[config.mk]
export PLATFORM = sky130hd
export DESIGN_NAME = hazard_ctrl
export DESIGN_NICKNAME = d
export VERILOG_FILES = /design/src/rtl/hazard_ctrl.sv
export SDC_FILE = /design/constraint.sdc
export NUM_CORES = 1
export LEC_CHECK = 0
export BUFFER_PORTS_ARGS = -buffer_cell sky130_fd_sc_hd__buf_2
export CAP_MARGIN = 30
export CORE_UTILIZATION = 40
export DETAILED_ROUTE_END_ITERATION = 6
export HOLD_SLACK_MARGIN = 0.08
export PLACE_DENSITY = 0.67
export SLEW_MARGIN = 20
export SYNTH_ARGS = -nofsm -noshare
export SYNTH_HDL_FRONTEND = slang
export SYNTH_SLANG_ARGS = --single-unit
[constraint.sdc]
create_clock -name clk -period 1.9 [get_ports clk]
set_input_delay 0.19 -clock clk [delete_from_list [all_inputs] [get_ports clk]]
set_output_delay 0.19 -clock clk [all_outputs]
set_load 0.005 [all_outputs]
[src/rtl/hazard_ctrl.sv]
// Pipeline hazard controller for a 5-stage core: register enables/clears,
// ID-stage forward codes, sticky halt and saturating stall/flush counters.
module hazard_ctrl #(
  parameter int CNT_W = 16
) (
  input  logic             clk,
  input  logic             rst,
  input  logic [4:0]       id_rs1,
  input  logic [4:0]       id_rs2,
  input  logic             id_uses_rs1,
  input  logic             id_uses_rs2,
  input  logic [4:0]       ex_rd,
  input  logic             ex_reg_write,
  input  logic             ex_mem_read,
  input  logic [4:0]       mem_rd,
  input  logic             mem_reg_write,
  input  logic             ex_redirect,
  input  logic             mem_busy,
  input  logic             halt_in,
  output logic             pc_en,
  output logic             id_en,
  output logic             id_clr,
  output logic             ex_en,
  output logic             ex_clr,
  output logic             mem_en,
  output logic             mem_clr,
  output logic             wb_en,
  output logic             wb_clr,
  output logic [1:0]       r1_forward,
  output logic [1:0]       r2_forward,
  output logic             halted,
  output logic [CNT_W-1:0] stall_cycles,
  output logic [CNT_W-1:0] flush_count,
  output logic [1:0]       fsm_state
);

  typedef enum logic [1:0] {
    RUN      = 2'd0,
    MEM_WAIT = 2'd1,
    HALTED   = 2'd2
  } state_t;

  state_t     state;
  state_t     state_nx;
  logic       load_use;
  logic       stall_inc;
  logic       flush_inc;
  logic [1:0] r1_code;
  logic [1:0] r2_code;

  // Newest producer wins: EX (non-load) before MEM; WB is covered by the
  // negedge register-file write.
  function automatic logic [1:0] fwd_code(
    input logic       used,
    input logic [4:0] src,
    input logic [4:0] e_rd,
    input logic       e_wr,
    input logic       e_ld,
    input logic [4:0] m_rd,
    input logic       m_wr
  );
    logic [1:0] code;
    code = 2'd0;
    if (used && src != 5'd0) begin
      if (e_wr && !e_ld && e_rd == src)
        code = 2'd1;
      else if (m_wr && m_rd == src)
        code = 2'd2;
    end
    return code;
  endfunction

  assign load_use = ex_mem_read && ex_reg_write && ex_rd != 5'd0 &&
                    ((id_uses_rs1 && id_rs1 == ex_rd) ||
                     (id_uses_rs2 && id_rs2 == ex_rd));

  assign r1_code = fwd_code(id_uses_rs1, id_rs1, ex_rd, ex_reg_write,
                            ex_mem_read, mem_rd, mem_reg_write);
  assign r2_code = fwd_code(id_uses_rs2, id_rs2, ex_rd, ex_reg_write,
                            ex_mem_read, mem_rd, mem_reg_write);

  always_comb begin
    pc_en     = 1'b1;
    id_en     = 1'b1;
    id_clr    = 1'b0;
    ex_en     = 1'b1;
    ex_clr    = 1'b0;
    mem_en    = 1'b1;
    mem_clr   = 1'b0;
    wb_en     = 1'b1;
    wb_clr    = 1'b0;
    stall_inc = 1'b0;
    flush_inc = 1'b0;
    state_nx  = state;
    if (state == HALTED || (state == RUN && halt_in)) begin
      {pc_en, id_en, ex_en, mem_en, wb_en} = 5'b0;
      state_nx = HALTED;
    end else if (state == RUN || state == MEM_WAIT) begin
      state_nx = RUN;
      if (mem_busy) begin
        {pc_en, id_en, ex_en, mem_en} = 4'b0;
        wb_clr    = 1'b1;
        stall_inc = 1'b1;
        state_nx  = MEM_WAIT;
      end else if (state == MEM_WAIT && halt_in) begin
        {pc_en, id_en, ex_en, mem_en, wb_en} = 5'b0;
        state_nx = HALTED;
      end else if (ex_redirect) begin
        id_clr    = 1'b1;
        ex_clr    = 1'b1;
        flush_inc = 1'b1;
      end else if (load_use) begin
        pc_en     = 1'b0;
        id_en     = 1'b0;
        ex_clr    = 1'b1;
        stall_inc = 1'b1;
      end
    end else begin
      state_nx = RUN;
    end
  end

  // Forward codes are forced to 0 whenever the EX register will not capture them.
  assign r1_forward = (id_en && !ex_clr) ? r1_code : 2'd0;
  assign r2_forward = (id_en && !ex_clr) ? r2_code : 2'd0;
  assign fsm_state  = state;

  always_ff @(posedge clk or negedge rst) begin
    if (!rst) begin
      state        <= RUN;
      halted       <= 1'b0;
      stall_cycles <= '0;
      flush_count  <= '0;
    end else begin
      state <= state_nx;
      if (state_nx == HALTED)
        halted <= 1'b1;
      if (stall_inc && stall_cycles != {CNT_W{1'b1}})
        stall_cycles <= stall_cycles + 1'b1;
      if (flush_inc && flush_count != {CNT_W{1'b1}})
        flush_count <= flush_count + 1'b1;
    end
  end

endmodule

==> flow_summary.ini, run 1 <==
[run_status]
status = finished with violations
violations_in_the_final_reports = negative setup slack

[worst_setup_path]
worst_ep_arrival_time_ns = 1.79
crit_fanout = 3
worst_ep_required_time_ns = 1.71
worst_setup_path_start_kind = register
timing_worst_setup_path_type = reg2out
setup.worst_path.end_class = output pin

[die]
die_x_um = 74.2
die_height_um = 74.2
rows = 25
start_util_pct = 42.7
floorplan.io_pins = 78
coreArea_um2 = 4880
die_area_um2 = 5500

[drt]
detail_route.wirelength.met1_um = 2290
met3_wirelength_from_detailed_routing_um = 256
first_pass_iters = 4
wl_per_cell_um = 13.3
dr.max_layer_used = met4
wl_met2_um = 2500
routed_wl_um = 5120
via_per_inst = 5.09
detail_route.drc_violations = 0
iter_0_drt_violations = 95
vias = 1953
drtAntennaViolNets = 0

[timing]
max_clock_freq_mhz = 505
timing.max_slew.rel_slack_pct = 47.9
final_critical_path_setup_slack_ns = -0.0785
layout_worst_path_cycle_share_pct = 104
fin_worst_skew_ns = 0.00813
number_of_pins_exceeding_their_max_slew_limit_in_the_final_report = 0
rsz0062_at_grt = yes
fin_tns_setup_ns = -0.351
setup_viol = 6
tightestPinTransition_ns = 0.781
hold_viol_final = 0
clock_period_minus_final_worst_setup_slack_ns = 1.98
holdWs_ns = 0.310

[grt]
number_of_antenna_violations_at_the_first_check_in_global_routing = 0
groute.usage.overall_pct = 19.0
grt_first_pass_wirelength_um = 7910
grt_pass1_vias = 1778
globalRoute.totalOverflow = 0
grt_max_degree = 36

[clock_network]
cts_tree = done
worstSkewPairLatency_ns = 0.30
cts_buffer_depth = 2
cts.clk_slew.worst_paths_ns = 0.07
clock-root-buffer = sky130_fd_sc_hd__clkbuf_8
clkSinkCount = 35
cts_htree_levels = 2
cts_buffers = 5

[synthesis]
synth-edff-count = 0
netlist_instances = 210
yosys_register_bits = 35
synth_top_area_cell = sky130_fd_sc_hd__dfrtp_1
yosysWarnings = 0
syn-cell-area_um2 = 2080
synth_top_area_share_pct = 42.0
synth-async-reset-ratio_pct = 100
seq_area_frac_synth_pct = 42.0
yosys.cell_types.count = 43
synth.net_count = 242
ys.flop_type = sky130_fd_sc_hd__dfrtp_1
syn-mean-instance-area_um2 = 9.92
ys_top_cells_by_area = sky130_fd_sc_hd__dfrtp_1, sky130_fd_sc_hd__xor2_1, sky130_fd_sc_hd__xnor2_1, sky130_fd_sc_hd__nand3_1, sky130_fd_sc_hd__nand2_1

[power_and_ir_drop]
power_density_nw_per_um2 = 542
combPwrFrac_pct = 16.6
ir_drop_mv = 0.332
power.sequential.fraction_pct = 50.3
power_spent_charging_and_discharging_nets_mw = 0.440
power_leakage_nw = 1.50
design_power_total_mw = 1.61
netSwitchingFraction_pct = 27.3
power.share.clock_pct = 33.1
power.internal_mw = 1.17

[hold_path]
min_path_type = in2reg

[final_layout]
utilization_pct = 60.8
finish.cell_count_without_fillers = 384
area_growth_syn_to_layout_pct = 42.4
drive_gt1_share_pct = 43.5
final_std_cell_area_no_fill_um2 = 2970
mostFrequentLayoutCell = sky130_fd_sc_hd__buf_2
final_cell_mix = sky130_fd_sc_hd__buf_2, sky130_fd_sc_hd__dfrtp_1, sky130_fd_sc_hd__xor2_1
number_of_diodes = 0
finish.net_count = 348

[placement]
placedInstanceArea_um2 = 2650
detailedPlace.worstSlack_ns = -0.0557
numPlacedInstances = 366
io_buffer_count = 76
finalWeightedCongestion = 0.805
detailedPlacementHpwl_um = 3710

[run]
count_of_max_cap_constraint_violations = 0
-- synth_stat cells, types with 2 or more instances --
cell                       instances
sky130_fd_sc_hd__nor3_1           13
sky130_fd_sc_hd__nand2_1          20
sky130_fd_sc_hd__inv_1             2
sky130_fd_sc_hd__and3_1            6
sky130_fd_sc_hd__nand3_1          17
sky130_fd_sc_hd__a31oi_1           4
sky130_fd_sc_hd__nor4_1            3
sky130_fd_sc_hd__or4_1             3
sky130_fd_sc_hd__buf_4             3
sky130_fd_sc_hd__o21ai_0           4
sky130_fd_sc_hd__nor2b_1           2
sky130_fd_sc_hd__dfrtp_1          35
sky130_fd_sc_hd__ha_1              2
sky130_fd_sc_hd__xor2_1           27
sky130_fd_sc_hd__nand4b_1          2
sky130_fd_sc_hd__nor2_1           14
sky130_fd_sc_hd__nor3_2            2
sky130_fd_sc_hd__xnor2_1          19
sky130_fd_sc_hd__nor3b_1           3
sky130_fd_sc_hd__nand4_1           6
-- kinds of logic after synthesis --
family,after synthesis,synth area share [%]
AOI/OAI and AO/OA,19,8.05
and+or+nand+nor,97,25.1
other,1,0.180
xor gates and xnor gates,46,19.3
adders and majority gates,2,1.20
buffers and inverters,7,2.34
DFF,35,42.0
muxes,3,1.74
-- area by class of cell --
type	instances	area [um2]
Clock buffer	6	72.6
Clock inverter	2	12.5
Fill cell	458	1910
Inverter	2	7.51
Multi-Input combinational cell	168	1300
Sequential cell	35	876
Tap cell	67	83.8
Timing Repair Buffer	104	617
-- timing repair --
| action | CTS | global route |
|---|---|---|
| resized for setup | 5 | 26 |
| hold endpoints to repair | 35 | 0 |
| buffers inserted | 4 | 5 |
| hold buffers | 1 | 0 |
| pin swaps | 6 | 9 |
| endpoints found under the setup margin | 4 | 26 |
-- power by group through the flow --
| stage | registers (mW) | clock network (mW) | logic [mW] |
|---|---|---|---|
| 2_1_floorplan | 0.836 | 0 | 0.0955 |
| 6_report | 0.810 | 0.532 | 0.267 |
| 4_1_cts | 0.809 | 0.555 | 0.261 |
| 3_5_place_dp | 0.823 | 0 | 0.256 |
| 3_3_place_gp | 0.824 | 0 | 0.253 |
| 5_1_grt | 0.814 | 0.585 | 0.295 |
-- worst paths after layout --
| path | start | endpoint | slack (ns) | cells after the start |
|---|---|---|---|---|
| min reg2reg | halted | halted | 0.46 | 1 |
| max | fsm_state[1] | pc_en | -0.08 | 7 |
| max reg2reg | fsm_state[1] | stall_cycles[6] | 0.01 | 8 |
| max in group asynchronous | rst | stall_cycles[6] | 0.90 | 2 |
| min | halt_in | fsm_state[1] | 0.31 | 3 |
| min in group asynchronous | rst | flush_count[4] | 0.51 | 2 |
-- worst max-delay path, stage by stage, from the launching register on --
cell	delay, ns
sky130_fd_sc_hd__dfrtp_1	0.39
sky130_fd_sc_hd__buf_6	0.12
sky130_fd_sc_hd__or3_4	0.36
sky130_fd_sc_hd__buf_4	0.14
sky130_fd_sc_hd__buf_6	0.11
sky130_fd_sc_hd__nand2_4	0.05
sky130_fd_sc_hd__o41a_1	0.19
sky130_fd_sc_hd__buf_2	0.13
-- flip-flops by register name, indices dropped and copies added, names as in the netlist --
signal,flops
flush_count,16
fsm_state,2
halted,1
stall_cycles,16
-- routing by layer --
| metal | global-route usage [%] | vias to the layer above |
|---|---|---|
| met5 | 0 | - |
| met4 | 8.55 | 0 |
| met3 | 5.15 | 7 |
| met2 | 29.9 | 56 |
| met1 | 24.3 | 938 |
| li1 | - | 952 |
Power figures use the tool's default switching activity.
==> run 2, diff against run 1 <==
--- a/config.mk
+++ b/config.mk
@@ -5,12 +5,15 @@
 export SDC_FILE = /design/constraint.sdc
 export NUM_CORES = 1
 export LEC_CHECK = 0
+export ABC_AREA = 1
 export BUFFER_PORTS_ARGS = -buffer_cell sky130_fd_sc_hd__buf_2
 export CAP_MARGIN = 30
-export CORE_UTILIZATION = 40
+export CELL_PAD_IN_SITES_DETAIL_PLACEMENT = 0
+export CELL_PAD_IN_SITES_GLOBAL_PLACEMENT = 1
+export CORE_UTILIZATION = 36
 export DETAILED_ROUTE_END_ITERATION = 6
 export HOLD_SLACK_MARGIN = 0.08
-export PLACE_DENSITY = 0.67
+export PLACE_DENSITY_LB_ADDON = 0.1
 export SLEW_MARGIN = 20
 export SYNTH_ARGS = -nofsm -noshare
 export SYNTH_HDL_FRONTEND = slang
==> run 2 against run 1 <==
The run now ends clean. Critical path depth did not move. Worst setup slack improved by 0.21 ns. Die area rose by 32%. Combinational power fell by 39%. Synthesized cell count rose by 58%. Fmax rose by 12%. Clock skew rose by 0.0018 ns. Global-route usage fell by 1.3 points. Clock-buffer cell count did not move. Critical path type unchanged.
==> flow_summary.ini, run 2 <==
[grt]
globalRoute.totalOverflow = 0
grt_max_degree = 36
grt_pass1_vias = 2173
number_of_antenna_violations_at_the_first_check_in_global_routing = 0
grt_first_pass_wirelength_um = 10300
groute.usage.overall_pct = 17.7

[timing]
max_clock_freq_mhz = 566
number_of_pins_exceeding_their_max_slew_limit_in_the_final_report = 0
fin_tns_setup_ns = 0
layout_worst_path_cycle_share_pct = 92.9
clock_period_minus_final_worst_setup_slack_ns = 1.77
setup_viol = 0
tightestPinTransition_ns = 0.803
timing.max_slew.rel_slack_pct = 46.5
fin_worst_skew_ns = 0.00988
hold_viol_final = 0

[worst_setup_path]
worst_ep_arrival_time_ns = 1.58
timing_worst_setup_path_type = reg2out
worst_ep_required_time_ns = 1.71
crit_fanout = 5
worst_setup_path_start_kind = register
setup.worst_path.end_class = output pin

[hold_path]
min_path_type = in2reg

[power_and_ir_drop]
power_leakage_nw = 1.70
design_power_total_mw = 1.45
ir_drop_mv = 0.280
power_density_nw_per_um2 = 467

[clock_network]
cts_buffers = 5
clock-root-buffer = sky130_fd_sc_hd__clkbuf_8
cts.clk_slew.worst_paths_ns = 0.08
cts_htree_levels = 2
cts_tree = done
clkSinkCount = 35
cts_buffer_depth = 2
worstSkewPairLatency_ns = 0.29

[die]
die_x_um = 85.2
die_height_um = 85.2
rows = 29
die_area_um2 = 7260
start_util_pct = 38.1
floorplan.io_pins = 78
coreArea_um2 = 6530

[final_layout]
utilization_pct = 47.6
mostFrequentLayoutCell = sky130_fd_sc_hd__buf_2
final_std_cell_area_no_fill_um2 = 3110
finish.net_count = 451
final_cell_mix = sky130_fd_sc_hd__buf_2, sky130_fd_sc_hd__nand2_1, sky130_fd_sc_hd__inv_1
number_of_diodes = 0
filler_cell_count = 700
area_growth_syn_to_layout_pct = 24.8
drive_gt1_share_pct = 33.8

[drt]
via_per_inst = 4.66
first_pass_iters = 4
drtAntennaViolNets = 0
wl_per_cell_um = 12.2
detail_route.drc_violations = 0
vias = 2317
routed_wl_um = 6040
iter_0_drt_violations = 56

[synthesis]
ys_top_cells_by_area = sky130_fd_sc_hd__dfrtp_1, sky130_fd_sc_hd__nand2_1, sky130_fd_sc_hd__nand3_1, sky130_fd_sc_hd__xnor2_1, sky130_fd_sc_hd__inv_1
syn-mean-instance-area_um2 = 7.53
yosysWarnings = 0
yosys-top-cells-count = sky130_fd_sc_hd__nand2_1, sky130_fd_sc_hd__inv_1, sky130_fd_sc_hd__nand3_1, sky130_fd_sc_hd__dfrtp_1, sky130_fd_sc_hd__nor2_1
syn-cell-area_um2 = 2490
yosys_register_bits = 35
synth_top_area_share_pct = 35.2
ys.flop_type = sky130_fd_sc_hd__dfrtp_1
netlist_instances = 331
synth-edff-count = 0
synth.most_common_cell = sky130_fd_sc_hd__nand2_1
synth_top_area_cell = sky130_fd_sc_hd__dfrtp_1
synth-async-reset-ratio_pct = 100
yosys.cell_types.count = 28
synth.net_count = 363
seq_area_frac_synth_pct = 35.2

[run_status]
status = completed

[placement]
detailedPlacementHpwl_um = 4630
io_buffer_count = 76
finalWeightedCongestion = 0.802
placedInstanceArea_um2 = 2940

[run]
count_of_max_cap_constraint_violations = 0
## run 2: what timing repair did
item | 4_1_cts | 5_1_grt
hold buffers | 1 | 0
setup buffers | 0 | 6
gates resized for setup | 0 | 11
endpoints found under the setup margin | 0 | 11
endpoints found under the hold margin | 35 | 0
## run 2: power by group
group	total (mW)	leakage [nW]	switching [mW]	internal [mW]
Clock	0.535	0.0412	0.279	0.256
Combinational	0.162	1.20	0.0895	0.0728
Sequential	0.756	0.460	0.00603	0.749
Total	1.45	1.70	0.374	1.08
## run 2: kinds of logic (layout without fill, tap and decap cells)
group,count (synthesis),after routing,synth area share (%)
flops,35,35,35.2
simple gates,194,194,39.1
compound gates,10,10,2.01
fa+ha+maj,2,2,1.00
xor+xnor,37,37,13.0
buf+inv,52,141,9.54
other cells,1,1,0.151
## run 2: layout make-up
| type | instances | area, um2 | share of cell area (%) |
|---|---|---|---|
| inverters | 45 | 169 | 5.43 |
| well taps | 77 | 96.3 | 3.10 |
| clock inverters | 2 | 12.5 | 0.402 |
| multi-input cells | 244 | 1400 | 45.2 |
| flip-flops and latches | 35 | 878 | 28.2 |
| clock buffers | 6 | 72.6 | 2.33 |
| repair buffers | 88 | 477 | 15.3 |
## run 2: layer usage
metal	routed length [um]	vias to the layer above	GRT usage, %
li1	-	1214	-
met1	3020	1041	25.4
met2	2670	55	27.3
met3	296	7	3.50
met5	0	-	0
met4	56	0	4.16
## run 2: path summary, 6_finish.rpt
path / startpoint / endpoint / slack [ns] / depth (start not counted)
min: mem_busy / fsm_state[1] / 0.26 / 4
min in group asynchronous: rst / stall_cycles[3] / 0.53 / 2
max: fsm_state[1] / r2_forward[0] / 0.13 / 7
max in group asynchronous: rst / flush_count[5] / 0.82 / 2
max reg2reg: flush_count[0] / flush_count[15] / 0.20 / 7
min reg2reg: halted / halted / 0.47 / 1
## run 2: metrics by stage
| stage | setup WS [ns] | std cells | hold slack, ns |
|---|---|---|---|
| final | 0.134 | 497 | 0.259 |
| after global routing | -0.00674 | 497 | 0.276 |
| after CTS | 0.0282 | 491 | 0.250 |
| after detailed placement | 0.0806 | 482 | 0.340 |
| after global placement | 0.192 | 482 | 0.338 |
| after floorplan | 0.295 | 331 | -0.106 |
## run 2: worst max-delay path, stage by stage, from the launching register on
cell and delay (ns):
sky130_fd_sc_hd__dfrtp_2 0.44, sky130_fd_sc_hd__inv_2 0.09, sky130_fd_sc_hd__nand3_1 0.15, sky130_fd_sc_hd__o21ai_2 0.13
sky130_fd_sc_hd__buf_4 0.14, sky130_fd_sc_hd__nand4_1 0.12, sky130_fd_sc_hd__nor2_1 0.11, sky130_fd_sc_hd__buf_2 0.11
==> run 3, diff against run 2 <==
==> config.mk (replaced) <==
export PLATFORM = sky130hd
export DESIGN_NAME = hazard_ctrl
export DESIGN_NICKNAME = d
export VERILOG_FILES = /design/src/rtl/hazard_ctrl.sv
export SDC_FILE = /design/constraint.sdc
export NUM_CORES = 1
export LEC_CHECK = 0
export ABC_AREA = 1
export CAP_MARGIN = 30
export CELL_PAD_IN_SITES_DETAIL_PLACEMENT = 0
export CELL_PAD_IN_SITES_GLOBAL_PLACEMENT = 1
export CORE_ASPECT_RATIO = 2
export CORE_UTILIZATION = 40
export DETAILED_ROUTE_END_ITERATION = 6
export DONT_BUFFER_PORTS = 1
export HOLD_SLACK_MARGIN = 0.08
export PLACE_DENSITY_LB_ADDON = 0.1
export SYNTH_ARGS = -nofsm -noshare
export SYNTH_HDL_FRONTEND = slang
export SYNTH_SLANG_ARGS = --single-unit
==> run 3 against run 2 <==
The run now ends with design-rule violations left. Die area down 9.5%. Sequential cell count did not move. Critical path depth rose by 2. Clock power up 47%. Highest routed layer unchanged. Power rose by 14%.
==> flow_summary.ini, run 3 (same netlist as run 2, synthesis figures left out) <==
[worst_setup_path]
cpMaxStageDelayCell = sky130_fd_sc_hd__dfrtp_1
timing_worst_setup_path_type = reg2reg
worst_ep_required_time_ns = 2.12
cp-endpoint = stall_cycles[0]
critical_path.top_delay_family = simple AND/OR/NAND/NOR gates
crit_fanout = 15
worst_ep_arrival_time_ns = 1.97
crit_chain = ha_1, nand2_1, nor2_4, nand2_2, nor2_4, nand2_4, nand2_8, nand2_1, nand2_1
r2r-start = stall_cycles[0]
ff2ff_setup_slack_ns = 0.15
timing.rr.end = stall_cycles[0]
worst-path-stages = 9
crit_path_frequent_cell = sky130_fd_sc_hd__nand2_1
worst_setup_path_start_kind = register
setup.worst_path.end_class = register
cp_num_buf_inv = 0
worst_setup_path_startpoint = stall_cycles[0]
max_stage_delay_ns = 0.42
r2r_cells = 9

[grt]
met1_use_gr_pct = 19.9
grt_pass1_vias = 2173
grt_util_met2_pct = 39.0
groute.usage.overall_pct = 20.4
globalRoute.totalOverflow = 0
number_of_antenna_violations_at_the_first_check_in_global_routing = 0
grt.busiest_layer = met2
grt_max_degree = 36
met3_usage_pct = 4.99
grt_first_pass_wirelength_um = 10200

[placement]
finalWeightedCongestion = 0.832
placedInstanceArea_um2 = 2680
detailedPlacementHpwl_um = 5130
io_buffer_count = 0

[drt]
routed_wl_um = 6340
vias = 2153
first_pass_iters = 6
wl_per_cell_um = 15.1
drtAntennaViolNets = 0
via_per_inst = 5.13
detail_route.drc_violations = 6
iter_0_drt_violations = 99

[power_and_ir_drop]
power_density_nw_per_um2 = 576
power.share.clock_pct = 47.5
ir_drop_mv = 0.375
power_leakage_nw = 1.44
power.internal_mw = 1.28
power.sequential.fraction_pct = 45.8
netSwitchingFraction_pct = 22.7
power_spent_charging_and_discharging_nets_mw = 0.374
combPwrFrac_pct = 6.7

[die]
floorplan.io_pins = 78
rows = 40
coreArea_um2 = 6010
die_area_um2 = 6570
start_util_pct = 41.5
die_x_um = 57.8
die_height_um = 114

[clock_network]
cts_htree_levels = 2
cts.clk_slew.worst_paths_ns = 0.05
cts_buffers = 5
cts_buffer_depth = 2
clkSinkCount = 35
worstSkewPairLatency_ns = 0.28
cts_tree = done
clock-root-buffer = sky130_fd_sc_hd__clkbuf_16

[timing]
clock_period_minus_final_worst_setup_slack_ns = 1.75
layout_worst_path_cycle_share_pct = 92.1
setup_viol = 0
number_of_pins_exceeding_their_max_slew_limit_in_the_final_report = 0
rsz0062_at_grt = no
hold_viol_final = 0
fin_tns_setup_ns = 0
max_clock_freq_mhz = 571
fin_worst_skew_ns = 0.00371

[final_layout]
number_of_diodes = 0
mostFrequentLayoutCell = sky130_fd_sc_hd__nand2_1
filler_cell_count = 632
final_cell_mix = sky130_fd_sc_hd__nand2_1, sky130_fd_sc_hd__inv_1, sky130_fd_sc_hd__nand3_1
area_growth_syn_to_layout_pct = 15.1
final_std_cell_area_no_fill_um2 = 2870
finish.net_count = 389
drive_gt1_share_pct = 20.7

[run_status]
violations_in_the_final_reports = design-rule violations
status = finished with violations

[hold_path]
worstHoldStart = mem_busy
min_path_type = in2reg

[run]
count_of_max_cap_constraint_violations = 0
==> run 3: cell types whose count changed in the layout (fill, tap and decap cells not counted), moves of 5 or more <==
cell                        delta
sky130_fd_sc_hd__clkbuf_8      -5
sky130_fd_sc_hd__buf_2        -76
sky130_fd_sc_hd__clkbuf_16     +5
sky130_fd_sc_hd__buf_4        +14
==> run 3: cell type report <==
cell class | instances | area [um2] | area share [%]
sequential | 35 | 876 | 30.6
clock buffer | 5 | 125 | 4.36
timing repair buffer | 26 | 210 | 7.33
multi-input combinational | 244 | 1390 | 48.6
clock inverter | 2 | 13.8 | 0.480
inverter | 45 | 169 | 5.89
tap | 63 | 78.8 | 2.75
==> run 3: stage by stage <==
step                      util, %  hold WS, ns  setup slack [ns]  std cells  power, mW
final                        47.7        0.242             0.150        420       1.65
after global placement       44.6       -0.105             0.105        411      0.859
after global routing         47.7        0.278            0.0104        420       1.72
after floorplan                 -       -0.106             0.295        331      0.843
after CTS                    47.5        0.250            0.0809        420       1.68
after detailed placement     44.6       -0.105            0.0924        411      0.860
==> run 3: per-layer routing <==
| layer | share of wire [%] | wire length [um] |
|---|---|---|
| met1 | 35 | 2210 |
| met2 | 58 | 3680 |
| met3 | 5.6 | 356 |
| met4 | 1.6 | 100 |
| met5 | 0 | 0 |
==> run 3: how the worst min path moves through the flow <==
stage | slack [ns] | to | cells after the start
6_report | 0.24 | fsm_state[1] | 3
5_1_grt | 0.28 | fsm_state[1] | 3
4_1_cts | 0.25 | fsm_state[1] | 3
3_5_place_dp | -0.10 | flush_count[12] | 0
3_3_place_gp | -0.10 | flush_count[14] | 0
2_1_floorplan | -0.11 | flush_count[0] | 0
==> run 3: worst min-delay path, cell delays in order <==
cell and delay (ns):
sky130_fd_sc_hd__inv_1 0.09, sky130_fd_sc_hd__a21oi_1 0.11, sky130_fd_sc_hd__inv_1 0.08
==> run 3: power by group through the flow <==
stage | sequential [mW] | clock [mW] | combinational [mW]
2_1_floorplan | 0.770 | 0 | 0.0727
3_3_place_gp | 0.769 | 0 | 0.0896
3_5_place_dp | 0.769 | 0 | 0.0900
4_1_cts | 0.756 | 0.806 | 0.113
5_1_grt | 0.756 | 0.838 | 0.126
6_report | 0.756 | 0.785 | 0.111
==> run 3: timing repair <==
item | 4_1_cts | 5_1_grt
hold buffers | 2 | 0
pin swaps | 0 | 1
endpoints found under the setup margin | 2 | 17
hold endpoints to repair | 35 | 0
resized for setup | 1 | 4
buffers inserted | 0 | 0
